File: src/rtl/ppu_issue_if.sv
`default_nettype none
// +------------------------------------------------------------------------+
// | Interface : ppu_issue_if                                               |
// | Bundles the request stream, the core operand/result path and the       |
// | result stream of ppu_issue_stage.                                      |
// |   master : request producer, result consumer and combinational core    |
// |   slave  : the issue stage itself                                      |
// | Revision  : 1.0  initial release                                       |
// +------------------------------------------------------------------------+
interface ppu_issue_if #(
  parameter int N       = 16,
  parameter int OP_SIZE = 3,
  parameter int TAG_W   = 4
);
  logic               flush;
  logic               in_valid;
  logic               in_ready;
  logic [N-1:0]       in_p1;
  logic [N-1:0]       in_p2;
  logic [OP_SIZE-1:0] in_op;
  logic [TAG_W-1:0]   in_tag;
  logic [N-1:0]       core_p1;
  logic [N-1:0]       core_p2;
  logic [OP_SIZE-1:0] core_op;
  logic [N-1:0]       core_pout;
  logic               out_valid;
  logic               out_ready;
  logic [N-1:0]       out_pout;
  logic [TAG_W-1:0]   out_tag;

  modport master (
    output flush, in_valid, in_p1, in_p2, in_op, in_tag, out_ready, core_pout,
    input  in_ready, core_p1, core_p2, core_op, out_valid, out_pout, out_tag
  );

  modport slave (
    input  flush, in_valid, in_p1, in_p2, in_op, in_tag, out_ready, core_pout,
    output in_ready, core_p1, core_p2, core_op, out_valid, out_pout, out_tag
  );
endinterface
`default_nettype wire

File: src/rtl/ppu_issue_stage.sv
`default_nettype none
// +------------------------------------------------------------------------+
// | Module    : ppu_issue_stage                                            |
// | Issue/retire stage around the combinational posit core. Requests       |
// | (p1, p2, op, tag) are queued in a DEPTH-entry FIFO whose head drives   |
// | the core; the core result is captured into a registered valid/ready   |
// | output, one operation per cycle.                                       |
// | Ports:                                                                 |
// |   clk, rst   clock and synchronous active-high reset                   |
// |   bus        ppu_issue_if.slave: flush, in_* request stream,           |
// |              core_* operand/result path, out_* result stream           |
// |   occupancy  current FIFO count            (PPU_ISSUE_STATS_EN only)   |
// |   retired    results handed out, wrapping  (PPU_ISSUE_STATS_EN only)   |
// | Optional feature macro: PPU_ISSUE_STATS_EN                             |
// | Revision  : 1.0  initial release                                       |
// +------------------------------------------------------------------------+
module ppu_issue_stage #(
  parameter int N       = 16,
  parameter int OP_SIZE = 3,
  parameter int DEPTH   = 4,
  parameter int TAG_W   = 4
) (
  input wire           clk,
  input wire           rst,
  ppu_issue_if.slave   bus
`ifdef PPU_ISSUE_STATS_EN
  ,
  output logic [$clog2(DEPTH):0] occupancy,
  output logic [31:0]            retired
`endif
);

  localparam int c_PTR_W = $clog2(DEPTH);
  localparam int c_CNT_W = c_PTR_W + 1;

  logic [N-1:0]       r_p1_mem  [DEPTH];
  logic [N-1:0]       r_p2_mem  [DEPTH];
  logic [OP_SIZE-1:0] r_op_mem  [DEPTH];
  logic [TAG_W-1:0]   r_tag_mem [DEPTH];

  logic [c_PTR_W-1:0] r_wr_ptr;
  logic [c_PTR_W-1:0] r_rd_ptr;
  logic [c_CNT_W-1:0] r_count;
  logic               r_out_valid;
  logic [N-1:0]       r_out_pout;
  logic [TAG_W-1:0]   r_out_tag;

  logic w_in_ready;
  logic w_push;
  logic w_pop;

  // in_ready looks only at the registered count, so a full FIFO refuses a
  // push even in a cycle where it also pops; this keeps out_ready off the
  // upstream ready path.
  assign w_in_ready = (r_count != c_CNT_W'(DEPTH));
  assign w_push     = bus.in_valid & w_in_ready;
  // The head may move into the output register when it is empty or being
  // drained in this same cycle.
  assign w_pop      = (r_count != '0) & (~r_out_valid | bus.out_ready);

  assign bus.in_ready  = w_in_ready;
  assign bus.core_p1   = r_p1_mem[r_rd_ptr];
  assign bus.core_p2   = r_p2_mem[r_rd_ptr];
  assign bus.core_op   = r_op_mem[r_rd_ptr];
  assign bus.out_valid = r_out_valid;
  assign bus.out_pout  = r_out_pout;
  assign bus.out_tag   = r_out_tag;

  // Storage needs no reset: entries are only observed through count/pointers.
  always_ff @(posedge clk) begin
    if (w_push) begin
      r_p1_mem[r_wr_ptr]  <= bus.in_p1;
      r_p2_mem[r_wr_ptr]  <= bus.in_p2;
      r_op_mem[r_wr_ptr]  <= bus.in_op;
      r_tag_mem[r_wr_ptr] <= bus.in_tag;
    end
  end

  always_ff @(posedge clk) begin
    if (rst) begin
      r_wr_ptr    <= '0;
      r_rd_ptr    <= '0;
      r_count     <= '0;
      r_out_valid <= 1'b0;
      r_out_pout  <= '0;
      r_out_tag   <= '0;
    end else if (bus.flush) begin
      // Result payload is left in place; only the valid is dropped.
      r_wr_ptr    <= '0;
      r_rd_ptr    <= '0;
      r_count     <= '0;
      r_out_valid <= 1'b0;
    end else begin
      if (w_push) begin
        r_wr_ptr <= r_wr_ptr + c_PTR_W'(1);
      end
      if (w_pop) begin
        r_rd_ptr <= r_rd_ptr + c_PTR_W'(1);
      end
      case ({w_push, w_pop})
        2'b10:   r_count <= r_count + c_CNT_W'(1);
        2'b01:   r_count <= r_count - c_CNT_W'(1);
        default: r_count <= r_count;
      endcase
      if (w_pop) begin
        r_out_pout  <= bus.core_pout;
        r_out_tag   <= r_tag_mem[r_rd_ptr];
        r_out_valid <= 1'b1;
      end else if (r_out_valid & bus.out_ready) begin
        r_out_valid <= 1'b0;
      end
    end
  end

`ifdef PPU_ISSUE_STATS_EN
  logic [31:0] r_retired;

  // Counts every completed output handshake; flush does not clear it.
  always_ff @(posedge clk) begin
    if (rst) begin
      r_retired <= '0;
    end else if (r_out_valid & bus.out_ready) begin
      r_retired <= r_retired + 32'd1;
    end
  end

  assign occupancy = r_count;
  assign retired   = r_retired;
`endif

endmodule
`default_nettype wire
File: src/flat_wrapper.sv
// flat-port wrapper written by rule: the top's interface ports become plain ports
module ppu_issue_stage_flat 
#(
  parameter int N       = 16,
  parameter int OP_SIZE = 3,
  parameter int DEPTH   = 4,
  parameter int TAG_W   = 4
)
  (clk, rst, bus_flush, bus_in_valid, bus_in_p1, bus_in_p2, bus_in_op, bus_in_tag, bus_out_ready, bus_core_pout, bus_in_ready, bus_core_p1, bus_core_p2, bus_core_op, bus_out_valid, bus_out_pout, bus_out_tag);
  ppu_issue_if #(.N(N), .OP_SIZE(OP_SIZE), .TAG_W(TAG_W)) bus_i ();
  input wire clk;
  input wire rst;
  input wire logic [$bits(bus_i.flush)-1:0] bus_flush;
  input wire logic [$bits(bus_i.in_valid)-1:0] bus_in_valid;
  input wire logic [$bits(bus_i.in_p1)-1:0] bus_in_p1;
  input wire logic [$bits(bus_i.in_p2)-1:0] bus_in_p2;
  input wire logic [$bits(bus_i.in_op)-1:0] bus_in_op;
  input wire logic [$bits(bus_i.in_tag)-1:0] bus_in_tag;
  input wire logic [$bits(bus_i.out_ready)-1:0] bus_out_ready;
  input wire logic [$bits(bus_i.core_pout)-1:0] bus_core_pout;
  output wire logic [$bits(bus_i.in_ready)-1:0] bus_in_ready;
  output wire logic [$bits(bus_i.core_p1)-1:0] bus_core_p1;
  output wire logic [$bits(bus_i.core_p2)-1:0] bus_core_p2;
  output wire logic [$bits(bus_i.core_op)-1:0] bus_core_op;
  output wire logic [$bits(bus_i.out_valid)-1:0] bus_out_valid;
  output wire logic [$bits(bus_i.out_pout)-1:0] bus_out_pout;
  output wire logic [$bits(bus_i.out_tag)-1:0] bus_out_tag;
  assign bus_i.flush = bus_flush;
  assign bus_i.in_valid = bus_in_valid;
  assign bus_i.in_p1 = bus_in_p1;
  assign bus_i.in_p2 = bus_in_p2;
  assign bus_i.in_op = bus_in_op;
  assign bus_i.in_tag = bus_in_tag;
  assign bus_i.out_ready = bus_out_ready;
  assign bus_i.core_pout = bus_core_pout;
  assign bus_in_ready = bus_i.in_ready;
  assign bus_core_p1 = bus_i.core_p1;
  assign bus_core_p2 = bus_i.core_p2;
  assign bus_core_op = bus_i.core_op;
  assign bus_out_valid = bus_i.out_valid;
  assign bus_out_pout = bus_i.out_pout;
  assign bus_out_tag = bus_i.out_tag;
  ppu_issue_stage #(.N(N), .OP_SIZE(OP_SIZE), .DEPTH(DEPTH), .TAG_W(TAG_W)) u_core (.clk(clk), .rst(rst), .bus(bus_i));
endmodule
File: config.mk
export PLATFORM = sky130hd
export DESIGN_NAME = ppu_issue_stage_flat
export DESIGN_NICKNAME = d
export VERILOG_FILES = /design/src/rtl/ppu_issue_if.sv /design/src/rtl/ppu_issue_stage.sv /design/src/flat_wrapper.sv
export SDC_FILE = /design/constraint.sdc
export NUM_CORES = 1
export LEC_CHECK = 0
export CORE_MARGIN = 2
export CORE_UTILIZATION = 50
export CTS_BUF_LIST = sky130_fd_sc_hd__clkbuf_16
export CTS_CLUSTER_DIAMETER = 30
export DETAILED_ROUTE_END_ITERATION = 10
export PLACE_DENSITY = 0.76
export SYNTH_ARGS = -nofsm -noshare
export SYNTH_HDL_FRONTEND = slang
export SYNTH_SLANG_ARGS = --single-unit
File: constraint.sdc
create_clock -name clk -period 5.26 [get_ports clk]
set_clock_uncertainty 0.1 [all_clocks]
set_input_delay 1.578 -clock clk [delete_from_list [all_inputs] [get_ports clk]]
set_output_delay 1.578 -clock clk [all_outputs]
set_load 0.02 [all_outputs]
After elaboration in Yosys (flattened, before gate mapping)
Memory sizes are Yosys's and may differ from the RTL's. A register that Yosys moved wholly into a read port is not among the register bits.
Index checks and enable logic that the tools add are counted.

storage, ports and cells
  RAM bits = 156
  memories kept = 4
  logic and storage cells = 38
  flip-flop bits (word level) = 24

memory list
  name              words  width  read ports  clocked after Yosys merged registers in  write ports  RTL line               RTL
  u_core.r_p1_mem   4      16     1           1                                        1            ppu_issue_stage.sv:36  logic [N-1:0] r_p1_mem [DEPTH];
  u_core.r_p2_mem   4      16     1           1                                        1            ppu_issue_stage.sv:37  logic [N-1:0] r_p2_mem [DEPTH];
  u_core.r_tag_mem  4      4      1           1                                        1            ppu_issue_stage.sv:39  logic [TAG_W-1:0] r_tag_mem [DEPTH];
  u_core.r_op_mem   4      3      1           1                                        1            ppu_issue_stage.sv:38  logic [OP_SIZE-1:0] r_op_mem [DEPTH];

operators by class
  add/subtract/negate cells = 4
  bitwise logic cells = 6
  mux-type cells = 11
  reductions and logical operators = 5
  eq/ne operators = 3

operator list
  kind                 number
  $mux 2               6
  $pmux 3 s2           1
  $add 2x1->2 const B  2
  $mux 1               4
  $reduce_bool 2->1    2
  $add 3x1->3 const B  1
  $and 1x1->1          3
  $ne 3x3->1 const B   1
  $reduce_bool 3->1    1
  $sub 3x1->3 const B  1
  $eq 2x1->1 const B   1
  $eq 2x2->1 const B   1
  $not 1->1            2
  $reduce_and 2->1     1
  $reduce_or 2->1      1
  $or 1x1->1           1

Longest topological paths before layout
Gate-level depths: netlist of run 1.

  word-level depth = 5
  gate-level depth with buffers = 8
  depth with buffers taken out = 7

Least setup slack after synthesis of run 1
OpenSTA, ideal clock, no wires.

  kind = input -> register
  start = in bus_out_ready
  end = reg u_core.r_count[2]
  data arrival time = 3.307 ns
  path slack = 1.782 ns
  buffers on the path = 1
  stages on the path = 8
  data required time = 5.089 ns
  library setup time = 0.071 ns
  path through = nor2b_1 > buf_2 > nor2_1 > ha_1 > fa_1 > xnor2_1 > or3_1 > a21oi_1

between the ends
  cells in the longest elaborated chain, start to end = 4
  elaborated cells between the ends (all ways) = 6
  classes of those cells = 2 x eq/ne; 1 x mux; 2 x bitwise; 1 x reduce/logical

ends and longest elaborated chain
  what                                                    RTL line                RTL
  start: declaration                                      flat_wrapper.sv:19      input wire logic [$bits(bus_i.out_ready)-1:0] bus_out_ready;
  $or 1x1->1 (*)                                          ppu_issue_stage.sv:59   assign w_pop = (r_count != '0) & (~r_out_valid | bus.out_ready);
  $and 1x1->1 (*)                                         ppu_issue_stage.sv:59
  net u_core.w_pop                                        ppu_issue_stage.sv:50   logic w_pop;
  $eq 2x1->1 / $eq 2x2->1 (equally long branches)         ppu_issue_stage.sv:100  case ({w_push, w_pop})
  $pmux 3 s2 / $reduce_bool 2->1 (equally long branches)  n/a
  end signal: assignment                                  ppu_issue_stage.sv:101  2'b10: r_count <= r_count + c_CNT_W'(1);
  end signal: assignment                                  ppu_issue_stage.sv:102  2'b01: r_count <= r_count - c_CNT_W'(1);
  end signal: assignment                                  ppu_issue_stage.sv:103  default: r_count <= r_count;
  end: declaration                                        ppu_issue_stage.sv:43   logic [c_CNT_W-1:0] r_count;

The timed path passes the listed nets; every way through them passes the cells marked *.
A chain may end at the register's enable or synchronous reset.

==> reports/metrics.csv, run 1 <==
metric;value;unit
run_status;complete, no violations;
grtUsageMet1;24.2;%
busiest_layer;met2;
wirelength;13.3;mm
tns;0;ns
crit_arrival;2.66;ns
grt_usage;19.0;%
min_path_cells;2;
rrSetupSlack;2.86;ns
post_drt_wl_per_cell;20.1;um
ios;117;
vias;3795;
drive_gt1_share;17.3;%
met3_usage;7.53;%
grt_setup_unrepaired;false;
die_w;122;um
cts.repair.resized;0;
die_h;122;um
critical_path_class;reg -> out;
yosysWarningCount;0;
overflow;0;
cts_num_sinks;186;
worstMarginPinSlew;1.08;ns
rr_worst_depth;8;
post-dp-hpwl;7.90;mm
area_growth_syn_to_layout;26.9;%
cts-root-buf;clkbuf_16;
setup_viol;0;
p_per_area;372;nW/um^2
peakVddDrop;0.000252;V
fin_util;64.4;%
drtIter0Drc;290;
post_cts_buffers;0;
diodes;0;
holdPathEnd;u_core.bus.out_pout[10];
cts_tree;built;
gp_congestion;0.735;
core_area;13800;um^2
clk_latency;0.43;ns
clock_tree.htree_level_count;4;
viasPerCell;5.74;
critPathRequiredTime;3.58;ns
dieArea;14900;um^2
max-slew-margin-rel;28.2;%
grt_max_degree;40;
reg2reg_from;u_core.r_count[2];
avgSynthCellArea;19.7;um^2
grt_antenna_before_repair;0;
grt_use_met2;30.0;%
initial_core_util;50.8;%
syn_area;6990;um^2
final_common_cell;edfxtp_1;
mostFrequentLayoutCells;edfxtp_1, clkdlybuf4s50_1, mux4_2;
cts_made_buffers;17;
hp-class;reg -> reg;
postSynthCellCount;355;
num-fill-cells;985;
post-route-period-util;82.6;%
clockBufferDepth;2;
crit_fanout;17;
period_needed;4.34;ns
ys_types;31;
r2r-end;u_core.r_count[2];
worstHoldStart;u_core.bus.out_pout[10];
finalMaxSlewViolations;0;
fin_nets;534;
fmax;230;MHz
portBuffers;116;
grt_pass1_vias;3808;
firstDrtPassIters;5;
drc;0;
path_clk_slew;0.06;ns
hold_buffers;0;
grt_pass1_wl;20.7;mm
dp_slack;1.28;ns
crit_path_end_kind;output port;
ys_ff_latch;186;
cp-start-kind;flop;
rows;43;
hold_violations;0;
synth_nets;421;
p_leak;2.82;nW
ys_seq_area_share;75.6;%
fin_ws;0.918;ns
antenna_left;0;
drv_cap;0;
-- final cells by class --
type	count	area, um^2	share of cell area (%)
clock buffers	17	425	4.79
inverters	4	15.0	0.169
well taps	180	225	2.54
multi-input cells	139	1560	17.5
repair buffers	120	1190	13.4
flip-flops and latches	186	5290	59.6
clock inverters	15	174	1.96
-- worst max-delay path by stage --
stage / end / cells past startpoint
3_5_place_dp: bus_core_p2[9] / 3
5_1_grt: bus_core_p2[6] / 3
6_report: bus_core_p2[6] / 3
3_3_place_gp: bus_core_p2[10] / 3
2_1_floorplan: u_core.r_count[2] / 8
4_1_cts: bus_core_p2[9] / 3
-- kinds of logic after synthesis --
kind of cell	count (synthesis)	synth area share (%)
xor gates and xnor gates	2	0.251
adders and majority gates	6	1.18
and+or+nand+nor	39	3.40
muxes	40	12.7
DFF	186	75.6
buffers and inverters	30	2.22
AOI/OAI and AO/OA	52	4.65
-- registers in the layout (all words and copies together), names as in the netlist, named ones only --
| name | flops |
|---|---|
| u_core.r_count | 3 |
| u_core.bus.out_tag | 4 |
| u_core.bus.out_pout | 16 |
| u_core.r_wr_ptr | 2 |
| u_core.r_op_mem | 12 |
| u_core.r_tag_mem | 16 |
| u_core.r_p2_mem | 64 |
| u_core.r_rd_ptr | 2 |
| u_core.r_p1_mem | 64 |
| u_core.bus.out_valid | 1 |
-- critical path, cell delays in order (launching register included) --
cell	delay, ns
dfxtp_2	0.71
buf_4	0.39
mux4_2	0.56
clkdlybuf4s50_1	0.56
-- routing by layer --
layer / up-vias / part of all wire, %
li1: 1688 / -
met1: 1947 / 41
met2: 140 / 49
met3: 20 / 7.7
met4: 0 / 1.5
met5: - / 0
-- power by group --
part | leakage [nW] | internal, W | total, W | switching, W
clock | 0.285 | 0.000747 | 0.00128 | 0.000529
combinational | 0.854 | 0.000176 | 0.000353 | 0.000177
sequential | 1.68 | 0.00165 | 0.00167 | 0.0000249
-- per-stage QoR --
stage	cell area [um^2]	hold WS (ns)	power, W	instances
floorplan	6990	0.385	0.00189	355
global placement	8280	0.353	0.00205	629
detailed placement	8280	0.363	0.00206	629
CTS	8870	0.369	0.00332	661
global route	8870	0.393	0.00342	661
finish	8870	0.367	0.00330	661
-- synth_stat cells, drive strengths merged --
| cell | instances | area share [%] |
|---|---|---|
| ha | 5 | 0.89 |
| or4 | 1 | 0.11 |
| and3 | 4 | 0.36 |
| or3b | 1 | 0.13 |
| or2 | 1 | 0.090 |
| nor2 | 3 | 0.16 |
| clkbuf | 10 | 0.54 |
| nor2b | 1 | 0.090 |
| mux2i | 1 | 0.14 |
| or3 | 2 | 0.18 |
| nand3 | 3 | 0.21 |
| nor3 | 1 | 0.14 |
| a21o | 2 | 0.21 |
| fa | 1 | 0.29 |
| buf | 16 | 1.5 |
| o21ai | 2 | 0.14 |
| o31ai | 21 | 2.3 |
| nand2b | 1 | 0.090 |
| xnor2 | 1 | 0.13 |
| edfxtp | 156 | 67 |
| nand4 | 20 | 1.8 |
| inv | 4 | 0.21 |
| mux4 | 39 | 13 |
| nand2 | 1 | 0.054 |
| xor2 | 1 | 0.13 |
| a21oi | 27 | 2.0 |
| dfxtp | 30 | 8.6 |
Note: power is estimated with default switching activity, not from simulation.
==> inputs of run 2 (changes only) <==
==> constraint.sdc (replaced) <==
create_clock -name clk -period 4.5 [get_ports clk]
set_clock_uncertainty 0.1 [all_clocks]
set_input_delay 1.35 -clock clk [delete_from_list [all_inputs] [get_ports clk]]
set_output_delay 1.35 -clock clk [all_outputs]
set_load 0.02 [all_outputs]
==> run 2 against run 1 <==
  * Non-clock buffer count up 11
  * Total power increased by 13%
  * Sequential power up 17%
  * Combinational power grew 20%
  * Critical path type unchanged
  * Critical endpoint is now bus_core_p1[7]
  * Highest routed layer unchanged
==> reports/metrics.csv, run 2 (same netlist as run 1, synthesis figures left out) <==
metric;value;unit;change
post-dp-hpwl;8.43;mm;+6.7%
rrSetupSlack;2.08;ns;-0.78 ns
gp_congestion;0.792;;+7.9%
ios;117;;unchanged
hold_violations;0;;unchanged
cts.repair.resized;0;;unchanged
finalMaxSlewViolations;0;;unchanged
drtIter0Drc;277;;-4.5%
critPathRequiredTime;3.05;ns;-0.53 ns
viasPerCell;5.63;;-2.0%
run_status;complete, no violations;;
busiest_layer;met2;;
grt_setup_unrepaired;false;;
top_regs;u_core.r_p1_mem: 64 flops, u_core.r_p2_mem: 64 flops;;
wirelength;13.2;mm;-0.30%
multi_input_area;1560;um^2;unchanged
area_growth_syn_to_layout;27.4;%;
num-fill-cells;991;;+0.61%
core_area;13800;um^2;unchanged
overflow;0;;unchanged
initial_core_util;50.8;%;unchanged
grt_pass1_wl;20.5;mm;-1.2%
cts_made_buffers;17;;unchanged
final_common_cell;edfxtp_1;;
worstPathCellList;buf_4 -> mux4_2 -> clkdlybuf4s50_1;;
path_clk_slew;0.06;ns;about the same
p_per_area;417;nW/um^2;+12%
post_drt_wl_per_cell;19.7;um;-2.1%
post_cts_buffers;0;;unchanged
die_h;122;um;unchanged
die_w;122;um;unchanged
crit_slowest_cell;dfxtp_2;;
drv_cap;0;;unchanged
hold_buffers;0;;unchanged
setup_viol;0;;unchanged
clockBufferDepth;2;;unchanged
crit_path_end_kind;output port;;
holdPathEnd;u_core.bus.out_pout[13];;
r2r-end;u_core.r_count[2];;
met3_usage;5.44;%;-2.1 points
worstHoldStart;u_core.bus.out_pout[13];;
reg2reg_from;u_core.r_count[0];;
critical_path_class;reg -> out;;
grt_pass1_vias;3889;;+2.1%
crit_arrival;2.48;ns;-0.18 ns
drive_gt1_share;18.9;%;+1.6 points
rr_worst_depth;8;;unchanged
regArea;5290;um^2;unchanged
antenna_left;0;;unchanged
fmax;255;MHz;
mostFrequentLayoutCells;edfxtp_1, clkdlybuf4s50_1, mux4_2;;
worstMarginPinSlew;0.843;ns;-0.233 ns
dieArea;14900;um^2;unchanged
power;0.00371;W;+13%
max-slew-margin-rel;43.8;%;+16 points
grt_max_degree;26;;-35%
vias;3788;;-0.18%
grtUsageMet1;25.3;%;+1.1 points
firstDrtPassIters;4;;-1
crit_fanout;14;;-3
tns;0;ns;unchanged
grt_antenna_before_repair;1;;+1
whs;0.370;ns;+0.00283 ns
cp-start-kind;flop;;
p_leak;2.85;nW;+1.1%
fin_nets;545;;+2.1%
grt_use_met2;29.3;%;-0.76 points
portBuffers;116;;unchanged
hp-class;reg -> reg;;
period_needed;3.93;ns;
clk_latency;0.42;ns;about the same
cts_num_sinks;186;;unchanged
crit_path_max_incr_delay;0.67;ns;-0.04 ns
drc;0;;unchanged
grt_usage;18.9;%;-0.13 points
clock_tree.htree_level_count;4;;unchanged
rows;43;;unchanged
min_path_cells;2;;unchanged
peakVddDrop;0.000266;V;+5.5%
cts-root-buf;clkbuf_16;;
cts_tree;built;;
post-route-period-util;87.3;%;
-- run 2: per-stage QoR --
stage	instances	setup slack, ns	cell area, um^2	util, %
floorplan	355	1.25	6990	-
global placement	640	0.985	8370	60.8
detailed placement	640	0.961	8370	60.8
CTS	672	0.492	8910	64.7
global route	672	0.389	8910	64.7
finish	673	0.572	8910	64.7
-- run 2: power breakdown --
part	switching (W)	total [W]	internal [W]
registers	0.0000278	0.00195	0.00193
clock network	0.000591	0.00134	0.000748
logic	0.000211	0.000422	0.000211
total	0.000830	0.00371	0.00288
-- run 2: final cells by class --
class,count,share of cell area (%)
Sequential cell,186,59.4
Multi-Input combinational cell,139,17.5
Timing Repair Buffer,131,14.4
Clock buffer,17,4.78
Tap cell,180,2.53
Clock inverter,15,1.24
Inverter,4,0.169
Antenna cell,1,0.0281
-- run 2: worst max-delay path by stage --
stage,from,endpoint,slack (ns),cells after the start
2_1_floorplan,bus_out_ready,u_core.r_count[2],1.25,8
3_3_place_gp,flop,bus_core_p1[12],0.98,3
3_5_place_dp,flop,bus_core_p1[7],0.96,3
4_1_cts,flop,bus_core_p1[7],0.49,3
5_1_grt,flop,bus_core_p1[14],0.39,3
6_report,flop,bus_core_p1[7],0.57,3
-- run 2: layer usage --
layer  part of all wire [%]  up-vias
met1                     43     1920
met3                    7.2       17
met5                      0        -
li1                       -     1712
met2                     48      139
met4                    1.6        0
-- run 2: worst max-delay path, delay by kind of cell, from the launching register on --
family                 cells  cell delay, ns
buffers and inverters      2            0.87
DFF                        1            0.67
muxes                      1            0.52
==> inputs of run 3 (changes only) <==
--- a/config.mk
+++ b/config.mk
@@ -5,12 +5,13 @@
 export SDC_FILE = /design/constraint.sdc
 export NUM_CORES = 1
 export LEC_CHECK = 0
+export ABC_AREA = 1
 export CORE_MARGIN = 2
 export CORE_UTILIZATION = 50
 export CTS_BUF_LIST = sky130_fd_sc_hd__clkbuf_16
 export CTS_CLUSTER_DIAMETER = 30
 export DETAILED_ROUTE_END_ITERATION = 10
-export PLACE_DENSITY = 0.76
+export PLACE_DENSITY = 0.75
 export SYNTH_ARGS = -nofsm -noshare
 export SYNTH_HDL_FRONTEND = slang
 export SYNTH_SLANG_ARGS = --single-unit
==> run 3 against run 2 <==
  * Worst setup slack improved by 0.019 ns
  * Synthesized cell count rose by 68%
  * Fmax rose by 0.47%
  * Routed wire length rose by 12%
  * Clock power barely moved
  * Synthesized area rose by 2.4%
  * Utilization rose by 0.26 points
  * Sequential cell count did not move
  * Sequential share of layout area fell by 0.93 points
  * Non-clock buffer count fell by 3
  * Via count rose by 25%
  * Combinational power rose by 67%
  * Critical endpoint is now bus_core_p2[0]
  * Largest cell class unchanged
==> reports/metrics.csv, run 3 <==
metric;value;unit;change
clockBufferDepth;2;;unchanged
fin_nets;783;;+44%
final_common_cell;edfxtp_1;;
wirelength;14.8;mm;+12%
crit_arrival;2.46;ns;-0.02 ns
drtIter0Drc;422;;+52%
ios;117;;unchanged
antenna_left;0;;unchanged
overflow;0;;unchanged
ys_ff_latch;186;;unchanged
reg2reg_from;u_core.r_count[0];;
critical_path_class;reg -> out;;
crit_path_end_kind;output port;;
p_leak;3.36;nW;+18%
drc;0;;unchanged
synth_edf_count;156;;unchanged
yosys.area.top_type;edfxtp_1;;
yosysWarningCount;0;;unchanged
avgSynthCellArea;12.0;um^2;-39%
synth_top_area_share;65.4;%;-1.6 points
synth_top_family_by_area;simple AND/OR/NAND/NOR gates;;
cp-start-kind;flop;;
grt_max_degree;71;;+170%
synth.area.mux_share;0;%;-13 points
top_regs;u_core.r_p1_mem: 64 flops, u_core.r_p2_mem: 64 flops;;
r2r-end;u_core.r_count[2];;
yosysMostFrequentCell;edfxtp_1;;
area_growth_syn_to_layout;26.4;%;
period_needed;3.91;ns;-0.0186 ns
hold_violations;0;;unchanged
p_per_area;447;nW/um^2;+7.3%
peakVddDrop;0.000272;V;+2.5%
initial_core_util;51.4;%;+0.62 points
run_status;complete, no violations;;
crit_fanout;70;;+56
dieArea;15300;um^2;+2.3%
cts_made_buffers;17;;unchanged
max-slew-margin-rel;52.5;%;+8.7 points
diodes;0;;-1
fin_util;64.9;%;+0.26 points
clk_latency;0.42;ns;about the same
synthAdderAreaFrac;1.15;%;-0.028 points
tns;0;ns;unchanged
synth_compound_area_share;8.44;%;+3.8 points
critical_path.endpoint;bus_core_p2[0];;
vias;4749;;+25%
post-dp-hpwl;9.28;mm;+10%
cts_num_sinks;186;;unchanged
async_flop_share;0;%;unchanged
postSynthCellCount;598;;+68%
cts_tree;built;;
hold_buffers;0;;unchanged
syn_area;7160;um^2;+2.4%
rows;43;;unchanged
setup_viol;0;;unchanged
mostFrequentLayoutCells;edfxtp_1, nor2_1, clkdlybuf4s50_1;;
die_h;124;um;+1.2%
clock_tree.htree_level_count;4;;unchanged
post-route-period-util;86.9;%;-0.41 points
drive_gt1_share;6.85;%;-12 points
grt_usage;20.0;%;+1.1 points
critPathRequiredTime;3.05;ns;about the same
rr_worst_depth;10;;+2
grt_pass1_wl;22.7;mm;+11%
die_w;124;um;+1.2%
synthXorXnorAreaFrac;0.122;%;-0.13 points
rrSetupSlack;2.34;ns;+0.26 ns
firstDrtPassIters;4;;unchanged
synth_nets;664;;+58%
worstMarginPinSlew;0.712;ns;-0.131 ns
path_clk_slew;0.06;ns;about the same
post_cts_buffers;0;;unchanged
post_drt_wl_per_cell;16.3;um;-17%
grt_antenna_before_repair;1;;unchanged
yosys-top-cells-area;edfxtp_1, dfxtp_1, nor2_1, o21ai_0, nand2_1;;
synth_simple_gate_area_share;11.5;%;+8.1 points
ys_seq_area_share;73.8;%;-1.8 points
yosys_most_used_dff;edfxtp_1;;
gp_congestion;0.749;;-5.5%
synthTopCellsByCount;edfxtp_1, nor2_1, nand2_1;;
finalMaxSlewViolations;0;;unchanged
drv_cap;0;;unchanged
hp-class;reg -> reg;;
core_area;13900;um^2;+1.2%
grt_pass1_vias;4640;;+19%
portBuffers;116;;unchanged
fmax;256;MHz;+0.47%
viasPerCell;5.22;;-7.3%
grt_setup_unrepaired;false;;
cts-root-buf;clkbuf_16;;
ys_types;23;;-26%
cts.repair.resized;0;;unchanged
[run 3: cell count changes after synthesis, sizes merged, moves of 4 or more]
cell / previous run / this run
and3: 4 / 0
nand4: 20 / 0
nor2: 3 / 122
inv: 4 / 53
o22ai: 0 / 35
nand3: 3 / 13
o21ai: 2 / 72
buf: 16 / 22
clkbuf: 10 / 6
o31ai: 21 / 0
nand2: 1 / 76
mux4: 39 / 0
a21oi: 27 / 5
[run 3: critical path: stages (launching register included)]
cell and delay, ns:
dfxtp_2 0.33, buf_4 0.54, o21ai_0 0.20, o22ai_1 0.27, clkdlybuf4s50_1 0.66
[run 3: logic make-up (layout without fill, tap and decap cells)]
group,count (synthesis),after routing
AOI/OAI and AO/OA,112,112
xor gates and xnor gates,1,1
adders and majority gates,6,6
buffers and inverters,82,214
DFF,186,186
and+or+nand+nor,211,211
[run 3: layer usage]
layer  wire, um  part of all wire (%)  global-route usage, %
met1       6060                    41                   24.9
met5         13                 0.088                      0
met4        318                   2.1                   8.17
met3        697                   4.7                   4.95
met2       7720                    52                   33.6
[run 3: report_power, final]
group / total [W] / internal (W) / switching [W]
clock network: 0.00135 / 0.000751 / 0.000598
logic: 0.000706 / 0.000298 / 0.000408
registers: 0.00199 / 0.00196 / 0.0000384
[run 3: how the worst min path moves through the flow]
stage / cells past startpoint / startpoint / to / slack [ns]
4_1_cts: 2 / u_core.r_count[2] / u_core.r_count[2] / 0.39
6_report: 2 / u_core.r_count[2] / u_core.r_count[2] / 0.39
3_5_place_dp: 2 / u_core.r_count[2] / u_core.r_count[2] / 0.38
5_1_grt: 2 / u_core.r_count[2] / u_core.r_count[2] / 0.43
2_1_floorplan: 2 / u_core.r_count[2] / u_core.r_count[2] / 0.36
3_3_place_gp: 2 / u_core.r_count[2] / u_core.r_count[2] / 0.37
[run 3: cell type report]
cell class | instances | area (um^2)
Sequential cell | 186 | 5290
Timing Repair Buffer | 128 | 1250
Tap cell | 180 | 225
Inverter | 54 | 203
Clock buffer | 17 | 425
Fill cell | 1026 | 4890
Clock inverter | 15 | 111
Multi-Input combinational cell | 330 | 1550
[run 3: per-stage QoR]
step / cells / instance area [um^2] / total power [W] / hold WS, ns / setup slack (ns)
after floorplan: 598 / 7160 / 0.00243 / 0.364 / 0.862
after global placement: 878 / 8510 / 0.00272 / 0.373 / 1.04
after detailed placement: 878 / 8510 / 0.00274 / 0.382 / 1.02
after CTS: 910 / 9050 / 0.00408 / 0.392 / 0.572
after global routing: 910 / 9050 / 0.00422 / 0.432 / 0.384
final: 910 / 9050 / 0.00405 / 0.387 / 0.591
